### src/rtl/mul_pkg.sv
// mul_pkg: shared types and helpers for the sequential multiplier.
//   state_t  - FSM state encoding (IDLE, RUN, DONE)
//   cnt_w()  - width of the bit counter for a given operand width
package mul_pkg;

    typedef enum logic [1:0] {
        IDLE = 2'd0,
        RUN  = 2'd1,
        DONE = 2'd2
    } state_t;

    // Counter must hold 0..w-1; never narrower than one bit.
    function automatic int cnt_w(input int w);
        return (w <= 2) ? 1 : $clog2(w);
    endfunction

endpackage

### src/rtl/seq_multiplier.sv
// seq_multiplier: shift-and-add multiplier, one multiplier bit per cycle.
// A request takes WIDTH+1 cycles from the start cycle to the done cycle.
//   clk, rst_n   - clock, asynchronous active-low reset
//   start        - request; sampled only in IDLE or DONE
//   signed_mode  - 1: a/b are two's complement, 0: unsigned (captured with start)
//   a, b         - operands (captured with start)
//   busy         - high while the shift-add loop runs
//   done         - one-cycle pulse when y has been updated
//   y            - 2*WIDTH-bit product, held until the next result
module seq_multiplier
    import mul_pkg::*;
#(
    parameter int WIDTH = 4
) (
    input  logic               clk,
    input  logic               rst_n,
    input  logic               start,
    input  logic               signed_mode,
    input  logic [WIDTH-1:0]   a,
    input  logic [WIDTH-1:0]   b,
    output logic               busy,
    output logic               done,
    output logic [2*WIDTH-1:0] y
);

    localparam int PW = 2 * WIDTH;
    localparam int CW = cnt_w(WIDTH);
    localparam logic [CW-1:0] LAST = CW'(WIDTH - 1);

    state_t          state, state_nxt;
    logic [PW-1:0]   mcand;   // multiplicand magnitude, pre-shifted by the count
    logic [WIDTH-1:0] mplier; // multiplier magnitude, LSB is the current bit
    logic [PW-1:0]   acc;
    logic [CW-1:0]   cnt;
    logic            neg;

    logic            accept;
    logic            last;
    logic [WIDTH-1:0] a_mag, b_mag;
    logic [PW-1:0]   acc_sum;

    assign accept = start && (state == IDLE || state == DONE);
    assign last   = (state == RUN) && (cnt == LAST);

    // Negating the most negative value wraps to 2^(WIDTH-1), which is exactly
    // its magnitude when read back as unsigned.
    assign a_mag = (signed_mode && a[WIDTH-1]) ? WIDTH'(-a) : a;
    assign b_mag = (signed_mode && b[WIDTH-1]) ? WIDTH'(-b) : b;

    // Magnitudes are < 2^WIDTH each, so the 2*WIDTH-bit sum cannot overflow.
    assign acc_sum = acc + (mplier[0] ? mcand : '0);

    always_comb begin
        state_nxt = state;
        case (state)
            IDLE:    if (start) state_nxt = RUN;
            RUN:     if (cnt == LAST) state_nxt = DONE;
            DONE:    state_nxt = start ? RUN : IDLE;
            default: state_nxt = IDLE;
        endcase
    end

    // busy/done are flopped from the next state so they align with state.
    always_ff @(posedge clk or negedge rst_n) begin
        if (!rst_n) begin
            state <= IDLE;
            busy  <= 1'b0;
            done  <= 1'b0;
        end else begin
            state <= state_nxt;
            busy  <= (state_nxt == RUN);
            done  <= (state_nxt == DONE);
        end
    end

    always_ff @(posedge clk or negedge rst_n) begin
        if (!rst_n) begin
            mcand  <= '0;
            mplier <= '0;
            acc    <= '0;
            cnt    <= '0;
            neg    <= 1'b0;
            y      <= '0;
        end else if (accept) begin
            mcand  <= PW'(a_mag);
            mplier <= b_mag;
            acc    <= '0;
            cnt    <= '0;
            neg    <= signed_mode && (a[WIDTH-1] ^ b[WIDTH-1]);
        end else if (state == RUN) begin
            acc    <= acc_sum;
            mcand  <= mcand << 1;
            mplier <= mplier >> 1;
            cnt    <= cnt + CW'(1);
            if (last)
                y <= neg ? -acc_sum : acc_sum;
        end
    end

endmodule

### config.mk
export PLATFORM = sky130hd
export DESIGN_NAME = seq_multiplier
export DESIGN_NICKNAME = d
export VERILOG_FILES = /design/src/rtl/mul_pkg.sv /design/src/rtl/seq_multiplier.sv
export SDC_FILE = /design/constraint.sdc
export NUM_CORES = 1
export LEC_CHECK = 0
export BUFFER_PORTS_ARGS = -buffer_cell sky130_fd_sc_hd__buf_2
export CORE_MARGIN = 2
export CORE_UTILIZATION = 40
export DETAILED_ROUTE_END_ITERATION = 7
export GPL_ROUTABILITY_DRIVEN = 0
export PLACE_DENSITY = 0.55
export SLEW_MARGIN = 20
export SYNTH_ARGS = -nofsm -noshare
export SYNTH_HDL_FRONTEND = slang
export SYNTH_SLANG_ARGS = --single-unit
export TNS_END_PERCENT = 1
### constraint.sdc
create_clock -name clk -period 7.4 [get_ports clk]
set_input_delay 0.37 -clock clk [delete_from_list [all_inputs] [get_ports clk]]
set_output_delay 0.37 -clock clk [all_outputs]
set_load 0.05 [all_outputs]
==> results of run 1 <==
[sequential cells by signal, indices dropped and copies added (netlist names)]
register  count
acc           8
mcand         8
y             8
mplier        4
cnt           2
state         2
busy          1
done          1
neg           1
[metal layers]
metal / vias to the layer above / global-route usage / share of wire
li1: 782 / - / -
met1: 780 / 0.226 / 0.47
met2: 21 / 0.273 / 0.50
met3: 4 / 0.0361 / 0.025
met4: 0 / 0.0437 / 0.0080
met5: - / 0 / 0
[final cells by class]
type / instances / area [um2]
Tap cell: 67 / 83.8
Multi-Input combinational cell: 153 / 1070
Fill cell: 452 / 2510
Clock inverter: 3 / 15.0
Timing Repair Buffer: 23 / 120
Sequential cell: 35 / 876
Clock buffer: 5 / 68.8
Inverter: 10 / 37.5
[final timing paths]
| path | end | slack (ns) | cells past startpoint |
|---|---|---|---|
| max in group asynchronous | mcand[5]$_DFFE_PN0P_ | 6.76 | 1 |
| worst max register to register | y[6]$_DFFE_PN0P_ | 4.40 | 9 |
| worst min-delay path | y[0]$_DFFE_PN0P_ | 0.15 | 1 |
| worst max-delay path | y[6]$_DFFE_PN0P_ | 4.40 | 9 |
| worst min register to register | y[3]$_DFFE_PN0P_ | 0.48 | 2 |
| min in group clk | mplier[0]$_DFFE_PN0P_ | 0.36 | 3 |
[cell usage in the layout, fill, tap and decap left out, drive strengths merged, types with 7 or more instances in the layout]
master	Yosys	final
dfrtp	35	35
nand2	25	25
buf	1	23
o21ai	21	21
nor2	12	12
ha	11	11
inv	10	10
and2	9	9
a22o	9	9
a22oi	7	7
[per-stage QoR]
step	power [mW]	util	hold slack, ns
floorplan	0.743	-	0.0744
global placement	0.864	0.458	0.461
detailed placement	0.878	0.458	0.469
CTS	1.02	0.476	0.192
global route	1.09	0.476	0.227
finish	1.01	0.476	0.154
[where the power goes]
| group | switching, mW | internal [mW] | total [mW] |
|---|---|---|---|
| Combinational | 0.343 | 0.205 | 0.547 |
| Clock | 0.0698 | 0.0644 | 0.134 |
| Sequential | 0.0537 | 0.271 | 0.325 |
| Total | 0.466 | 0.540 | 1.01 |
[cells by family after synthesis]
logic type                 after synthesis  synth area share
AOI/OAI and AO/OA                       58             0.214
xor gates and xnor gates                 9            0.0392
adders and majority gates               12            0.0784
buffers and inverters                   16            0.0305
DFF                                     35             0.435
muxes                                    6            0.0317
and+or+nand+nor                         68             0.171
==> run summary, run 1 <==
OUTCOME
---------------------------------------------------------------------------------------
Status                                                                     finished clean

YOSYS
---------------------------------------------------------------------------------------
Sequential element share of the synthesized area                                  0.435
Top post-synthesis cells by count                                          dfrtp_1 (35), nand2_1 (25), o21ai_0 (21), nor2_1 (12), ha_1 (11)
Ys async rst share                                                                 1.00
Synthesized area per cell                                                      9.86 um2
EDFF count, synth                                                                     0
Leading register cell type out of synthesis                                     dfrtp_1
Distinct cells, synth                                                                44
Number of synthesized register bits                                                  35
Synth Cell Area                                                                2010 um2
Largest cells by area after synthesis                                      dfrtp_1 (44%), ha_1 (6.8%), o21ai_0 (5.2%)
Mapped Nets                                                                         228
Portion of synthesized cell area occupied by the leading cell type                0.435
Synthesized instance count                                                          204
Synth warnings                                                                        0
Cell with the most instances after synthesis                                    dfrtp_1
Top cell type by total area after synthesis                                     dfrtp_1

CLOCK NETWORK
---------------------------------------------------------------------------------------
Total CTS buffers                                                                     5
TritonCTS clock tree                                                              built
Latest clock arrival within the worst-skew pair                                 0.28 ns
Post-CTS Setup Repair Bufs                                                            0
Clock Tree Root                                                                clkbuf_8
Bufs on Longest Clock Path                                                            2
Clock H-tree levels                                                                   2
Post-CTS Resized                                                                      0
Hold_buf cts                                                                          0
Num Clock Sinks                                                                      35
Clock-pin slew on the worst setup and hold paths                                0.07 ns

DIE
---------------------------------------------------------------------------------------
Chip width                                                                      74.9 um
Die ar.                                                                        5610 um2
Area of the core region                                                        4790 um2
Overall die height                                                              74.9 um
Initial Util                                                                      0.420
Core Rows                                                                            25
Top-level I/O count                                                                  22

PWR
---------------------------------------------------------------------------------------
Power Dens Cells                                                             442 nW/um2
Leak                                                                            1.14 nW
Max IR drop VDD                                                                0.203 mV

TIMING
---------------------------------------------------------------------------------------
Fin. max-slew vios                                                                    0
Number of hold-slack violations in the final timing report                            0
Share of the clock period used by the worst path after layout                     0.405
Layout Skew                                                                  0.00409 ns
Post-Route Setup TNS                                                               0 ns
Achievable clock frequency                                                    0.334 GHz
Slew at the pin closest to its max-slew limit                                  0.768 ns
RSZ-0062 raised after global routing                                              false
Final setup vio count                                                                 0
Slew HR                                                                           0.488
Time the final worst path needs with I/O delays and setup                       3.00 ns
Final setup margin                                                              4.40 ns

FINISH
---------------------------------------------------------------------------------------
ANT cells                                                                             0
Area of all placed cells without fillers                                       2280 um2
Count of placed standard cells in the final layout, fillers left out                296
Layout overhead on the synthesized area                                           13.1%
Layout cell share with drive strength beyond 1                                    0.170
Net count of the finished layout                                                    252

PLACE
---------------------------------------------------------------------------------------
Worst slack after detailed placement                                            4.41 ns
Count of buffers inserted at the top-level ports                                     21
Post-detail-place hpwl                                                          3.18 mm
Dpl cells                                                                           288
Placed Instance Area                                                           2190 um2

GLOBAL ROUTE
---------------------------------------------------------------------------------------
Remaining global-route overflow                                                       0
Vias in the first global route                                                     1523
Initial antenna violation count                                                       0
Global-route wire length before repair                                          7.17 mm
Global routing usage summed across all routing layers                             0.167
Pin count of the biggest net entering global routing                                 36

CRITICAL PATH
---------------------------------------------------------------------------------------
Data required time of the critical path                                         7.57 ns
Largest fanout of any net on the critical path                                        9
Number of buffer and inverter instances along the worst setup path                    0
Critical Path Source Type                                                          flop
Sort of element at the end of the critical path                                    flop
Slowest cell on crit path                                                       dfrtp_1
Kind of cell adding the most delay to the critical path                    compound AO/OA/AOI/OAI gates
Arrival time at the worst endpoint                                              3.17 ns
Worst setup path class                                                     flop to flop
Critical Path Max Stage Delay                                                   0.46 ns
Worst path cell trace                                                      and2_1 > ha_1 > fa_1 > a211o_1 > a21o_1 > and2_1 > a2111oi_2 > mux2_2 > a211o_1
Origin of the critical flop-to-flop path                                   mplier[0]$_DFFE_PN0P_
Launching instance or port of the critical path                            mplier[0]$_DFFE_PN0P_

JOB
---------------------------------------------------------------------------------------
Total of max-cap violations                                                           0

DETAILED ROUTING
---------------------------------------------------------------------------------------
Count of unresolved DRC violations after routing                                      0
Number of violations reported at the end of detailed-routing iteration 0             60
Number of iterations in the first detailed-routing pass                               4
WL final                                                                        4.23 mm
Number of vias after detailed routing                                              1587
Routed wire length per instance                                                 14.3 um
Antenna Nets Post-Route                                                               0
Via density per instance                                                           5.36

HOLD PATH
---------------------------------------------------------------------------------------
Worst hold path type                                                       input pin to asynchronous set/reset pin

Note: power is estimated with default switching activity, not from simulation.
==> run 2: changes to the inputs <==
clock period = 2.9 ns   (was 7.4 ns; I/O delays follow)
==> run summary, run 2 (synthesis gave the netlist of run 1 again) <==
GLOBAL ROUTE
---------------------------------------------------------------------------------------
Remaining global-route overflow                                                       0
Initial antenna violation count                                                       0
Global-route wire length before repair                                          7.75 mm
Global routing usage summed across all routing layers                             0.185
Vias in the first global route                                                     1605
Pin count of the biggest net entering global routing                                 36

PLACE
---------------------------------------------------------------------------------------
Post-detail-place hpwl                                                          3.24 mm
Count of buffers inserted at the top-level ports                                     21
Worst slack after detailed placement                                          0.0245 ns

TIMING
---------------------------------------------------------------------------------------
Final setup margin                                                             0.133 ns
Fin. max-slew vios                                                                    0
Share of the clock period used by the worst path after layout                     0.954
RSZ-0062 raised after global routing                                              false
Slew HR                                                                           0.478
Layout Skew                                                                  0.00701 ns
Slew at the pin closest to its max-slew limit                                  0.783 ns
Time the final worst path needs with I/O delays and setup                       2.77 ns
Number of hold-slack violations in the final timing report                            0
Post-Route Setup TNS                                                               0 ns
Final setup vio count                                                                 0
Achievable clock frequency                                                    0.361 GHz

CRITICAL PATH
---------------------------------------------------------------------------------------
Number of buffer and inverter instances along the worst setup path                    1
Cell occurring most often along the worst timing path                            and2_1
Slowest cell on crit path                                                       dfrtp_1
Launching instance or port of the critical path                            mplier[0]$_DFFE_PN0P_
Critical Path Source Type                                                          flop
Sort of element at the end of the critical path                                    flop
Largest fanout of any net on the critical path                                        7
Critical Path Max Stage Delay                                                   0.38 ns
Origin of the critical flop-to-flop path                                   mplier[0]$_DFFE_PN0P_
Worst path cell trace                                                      buf_4 > and2_1 > ha_2 > and3_1 > or3_1 > and2_1 > a2111oi_4 > mux2_4 > a211o_1
Kind of cell adding the most delay to the critical path                    simple AND/OR/NAND/NOR gates
Worst setup path class                                                     flop to flop
Arrival time at the worst endpoint                                              2.94 ns
Data required time of the critical path                                         3.08 ns

HOLD PATH
---------------------------------------------------------------------------------------
Worst hold path type                                                       input pin to flop
Hold wc startpoint                                                                 b[0]

CLOCK NETWORK
---------------------------------------------------------------------------------------
TritonCTS clock tree                                                              built
Clock Tree Root                                                                clkbuf_8
Total CTS buffers                                                                     5
Bufs on Longest Clock Path                                                            2
Clock H-tree levels                                                                   2
Num Clock Sinks                                                                      35
Latest clock arrival within the worst-skew pair                                 0.29 ns
Clock-pin slew on the worst setup and hold paths                                0.07 ns

DIE
---------------------------------------------------------------------------------------
Area of the core region                                                        4790 um2
Chip width                                                                      74.9 um
Initial Util                                                                      0.420
Core Rows                                                                            25
Top-level I/O count                                                                  22
Overall die height                                                              74.9 um
Die ar.                                                                        5610 um2

FINISH
---------------------------------------------------------------------------------------
ANT cells                                                                             0
Multi-input logic area                                                         1100 um2
Register Area                                                                   876 um2
Highest-count cells in the layout ignoring fill and taps                   dfrtp_1 (35), nand2_1 (25), o21ai_0 (21), buf_2 (21), nor2_1 (12)
Layout cell share with drive strength beyond 1                                    0.200
Filler cell count                                                                   459
Layout overhead on the synthesized area                                           18.3%
Regs by FF count                                                           acc: 8 flops, mcand: 8 flops, y: 8 flops
Most common library cell in the layout ignoring fill and taps                   dfrtp_1
Net count of the finished layout                                                    258

PWR
---------------------------------------------------------------------------------------
Power Dens Cells                                                            1160 nW/um2
Max IR drop VDD                                                                0.684 mV
Total design power                                                              2.76 mW
Leak                                                                            1.17 nW

DETAILED ROUTING
---------------------------------------------------------------------------------------
Number of violations reported at the end of detailed-routing iteration 0             78
Number of iterations in the first detailed-routing pass                               5
Routed wire length per instance                                                 14.6 um
Antenna Nets Post-Route                                                               0
WL final                                                                        4.41 mm
Via density per instance                                                           5.29
Number of vias after detailed routing                                              1599
Count of unresolved DRC violations after routing                                      0

JOB
---------------------------------------------------------------------------------------
Total of max-cap violations                                                           0

OUTCOME
---------------------------------------------------------------------------------------
Status                                                                     finished clean

[run 2: layout make-up]
type | count | share of cell area
Inverter | 10 | 0.0158
Timing Repair Buffer | 29 | 0.0704
Tap cell | 67 | 0.0352
Clock inverter | 2 | 0.0147
Multi-Input combinational cell | 153 | 0.461
Sequential cell | 35 | 0.368
Clock buffer | 6 | 0.0347
[run 2: worst paths after layout]
path                                         end  slack, ns  cells after the start
max reg2reg                     y[6]$_DFFE_PN0P_       0.13                      9
max                             y[6]$_DFFE_PN0P_       0.13                      9
max in group asynchronous     acc[5]$_DFFE_PN0P_       1.93                      2
min in group asynchronous     cnt[0]$_DFFE_PN0P_       0.47                      2
min                        mplier[0]$_DFFE_PN0P_       0.12                      3
min reg2reg                     y[1]$_DFFE_PN0P_       0.48                      2
[run 2: report_power, final]
part / switching (mW) / internal, mW
Sequential: 0.130 / 0.692
Combinational: 0.914 / 0.574
Clock: 0.177 / 0.278
[run 2: routing by layer]
layer | up-vias | GRT usage | part of all wire
met3 | 8 | 0.0375 | 0.027
met5 | - | 0 | 0
met4 | 0 | 0.0774 | 0.022
met2 | 24 | 0.287 | 0.45
met1 | 775 | 0.252 | 0.50
li1 | 792 | - | -
[run 2: per-stage QoR]
step	util	hold WS [ns]	area, um2	cells
final	0.498	0.117	2380	302
after global routing	0.498	0.141	2380	302
after CTS	0.491	0.114	2350	301
after detailed placement	0.464	0.275	2220	292
after global placement	0.464	0.256	2220	292
after floorplan	-	-0.151	2010	204
[run 2: worst register-to-register path: cells and delay by family, from the launching register on]
kind                     cells  cell delay [ns]
AO/OA/AOI/OAI                2             0.56
adder cells (fa/ha/maj)      1             0.30
buffers and inverters        1             0.16
flip-flops                   1             0.38
multiplexers                 1             0.32
AND/OR/NAND/NOR              4             0.93
[run 2: what timing repair did]
| action | in CTS | in global routing |
|---|---|---|
| hold buffers | 1 | 0 |
| endpoints found under the hold margin | 35 | 0 |
| gates resized for setup | 0 | 5 |
| buffers inserted | 0 | 1 |
| endpoints found under the setup margin | 0 | 2 |
==> run 3: changes to the inputs <==
CORE_UTILIZATION = 50   (was 40)
PLACE_DENSITY = 0.67   (was 0.55)
==> run summary, run 3 (synthesis gave the netlist of run 1 again) <==
DETAILED ROUTING
---------------------------------------------------------------------------------------
Antenna Nets Post-Route                                                               0
Number of violations reported at the end of detailed-routing iteration 0             38
Count of unresolved DRC violations after routing                                      0
Number of vias after detailed routing                                              1612
Number of iterations in the first detailed-routing pass                               4
Via density per instance                                                           5.68
WL final                                                                        4.39 mm
Routed wire length per instance                                                 15.5 um

PWR
---------------------------------------------------------------------------------------
Internal power contribution                                                     1.48 mW
Switching share of total power                                                    0.447
Clock group share of total power                                                  0.144
Part of the power in combinational logic                                          0.548
Power Dens Cells                                                            1150 nW/um2
Leak                                                                            1.16 nW
Sequential cell fraction of total power                                           0.308
Max IR drop VDD                                                                0.652 mV
Switch Pwr                                                                      1.20 mW

JOB
---------------------------------------------------------------------------------------
Total of max-cap violations                                                           0

FINISH
---------------------------------------------------------------------------------------
Layout overhead on the synthesized area                                           15.9%
ANT cells                                                                             0
Most common library cell in the layout ignoring fill and taps                   dfrtp_1
Highest-count cells in the layout ignoring fill and taps                   dfrtp_1 (35), nand2_1 (25), o21ai_0 (21), buf_2 (21), nor2_1 (12)
Layout cell share with drive strength beyond 1                                    0.197
Net count of the finished layout                                                    257
Filler cell count                                                                   341
Regs by FF count                                                           acc: 8 flops, mcand: 8 flops, y: 8 flops

CLOCK NETWORK
---------------------------------------------------------------------------------------
Latest clock arrival within the worst-skew pair                                 0.29 ns
Clock Tree Root                                                                clkbuf_8
Bufs on Longest Clock Path                                                            2
Clock-pin slew on the worst setup and hold paths                                0.06 ns
Clock H-tree levels                                                                   2
Post-CTS Setup Repair Bufs                                                            0
Num Clock Sinks                                                                      35
TritonCTS clock tree                                                              built
Total CTS buffers                                                                     5

TIMING
---------------------------------------------------------------------------------------
Achievable clock frequency                                                    0.359 GHz
Slew at the pin closest to its max-slew limit                                  0.770 ns
Hold Worst Slack                                                               0.125 ns
Post-Route Setup TNS                                                               0 ns
Final setup margin                                                             0.113 ns
Layout Skew                                                                  0.00428 ns
Final setup vio count                                                                 0
Number of hold-slack violations in the final timing report                            0
Time the final worst path needs with I/O delays and setup                       2.79 ns
Slew HR                                                                           0.487
Share of the clock period used by the worst path after layout                     0.961
Fin. max-slew vios                                                                    0
RSZ-0062 raised after global routing                                              false

CRITICAL PATH
---------------------------------------------------------------------------------------
FF-to-FF path depth                                                                   9
Launching instance or port of the critical path                            mplier[0]$_DFFE_PN0P_
Timing endpoint of the critical path                                       y[6]$_DFFE_PN0P_
Data required time of the critical path                                         3.07 ns
Sort of element at the end of the critical path                                    flop
Arrival time at the worst endpoint                                              2.96 ns
Worst reg-to-reg setup slack                                                    0.11 ns
Origin of the critical flop-to-flop path                                   mplier[0]$_DFFE_PN0P_
Worst setup path class                                                     flop to flop
Critical Path Source Type                                                          flop
Largest fanout of any net on the critical path                                        3
R2r endpoint                                                               y[6]$_DFFE_PN0P_

DIE
---------------------------------------------------------------------------------------
Initial Util                                                                      0.510
Chip width                                                                      67.4 um
Top-level I/O count                                                                  22
Overall die height                                                              67.4 um
Area of the core region                                                        3940 um2
Die ar.                                                                        4550 um2
Core Rows                                                                            23

PLACE
---------------------------------------------------------------------------------------
Worst slack after detailed placement                                          0.0191 ns
Post-detail-place hpwl                                                          3.31 mm
Count of buffers inserted at the top-level ports                                     21

OUTCOME
---------------------------------------------------------------------------------------
Status                                                                     finished clean

GLOBAL ROUTE
---------------------------------------------------------------------------------------
Remaining global-route overflow                                                       0
Global routing usage summed across all routing layers                             0.228
Global-route wire length before repair                                          7.53 mm
Initial antenna violation count                                                       0
Pin count of the biggest net entering global routing                                 36
Vias in the first global route                                                     1706

HOLD PATH
---------------------------------------------------------------------------------------
Worst hold path type                                                       input pin to flop

## run 3: what timing repair did
action,in CTS,in global routing
endpoints found under the setup margin,0,2
gates resized for setup,0,4
hold buffers,1,0
endpoints found under the hold margin,35,0
## run 3: worst min-delay path by stage
stage / cells after the start / start / end
finish: 3 / b[0] / mplier[0]$_DFFE_PN0P_
global placement: 1 / rst_n / y[0]$_DFFE_PN0P_
CTS: 3 / b[0] / mplier[0]$_DFFE_PN0P_
detailed placement: 1 / rst_n / cnt[0]$_DFFE_PN0P_
floorplan: 0 / rst_n / acc[0]$_DFFE_PN0P_
global route: 3 / b[0] / mplier[0]$_DFFE_PN0P_
## run 3: layout make-up
class                   count  area [um2]  area share
clock buffers               8         100      0.0429
inverters                  10        37.5      0.0161
multi-input cells         153        1100       0.470
flip-flops and latches     35         876       0.376
well taps                  50        62.6      0.0268
repair buffers             28         160      0.0687
## run 3: power by group through the flow
| stage | sequential, mW | combinational (mW) | clock [mW] |
|---|---|---|---|
| floorplan | 1.00 | 0.892 | 0 |
| global placement | 0.821 | 1.41 | 0 |
| detailed placement | 0.827 | 1.44 | 0 |
| CTS | 0.820 | 1.45 | 0.398 |
| global route | 0.854 | 1.61 | 0.421 |
| finish | 0.824 | 1.47 | 0.386 |
## run 3: worst max-delay path, cell delays in order (launching register included)
cell and delay, ns:
dfrtp_1 0.38, and2_1 0.16, ha_2 0.19, fa_2 0.38, a211o_1 0.35, a21o_1 0.18, and2_1 0.17, a2111oi_2 0.22
mux2_2 0.38, a211o_1 0.26
## run 3: stage by stage
step	instance area [um2]	total power, mW	utilization	instances
CTS	2310	2.67	0.586	284
floorplan	2010	1.89	-	204
detailed placement	2200	2.27	0.558	275
global route	2330	2.89	0.592	284
global placement	2200	2.23	0.558	275
finish	2330	2.68	0.592	284
## run 3: per-layer routing
metal	global-route usage	routed length (um)
met4	0.122	122
met5	0	0
met3	0.0533	125
met1	0.267	1970
met2	0.385	2170
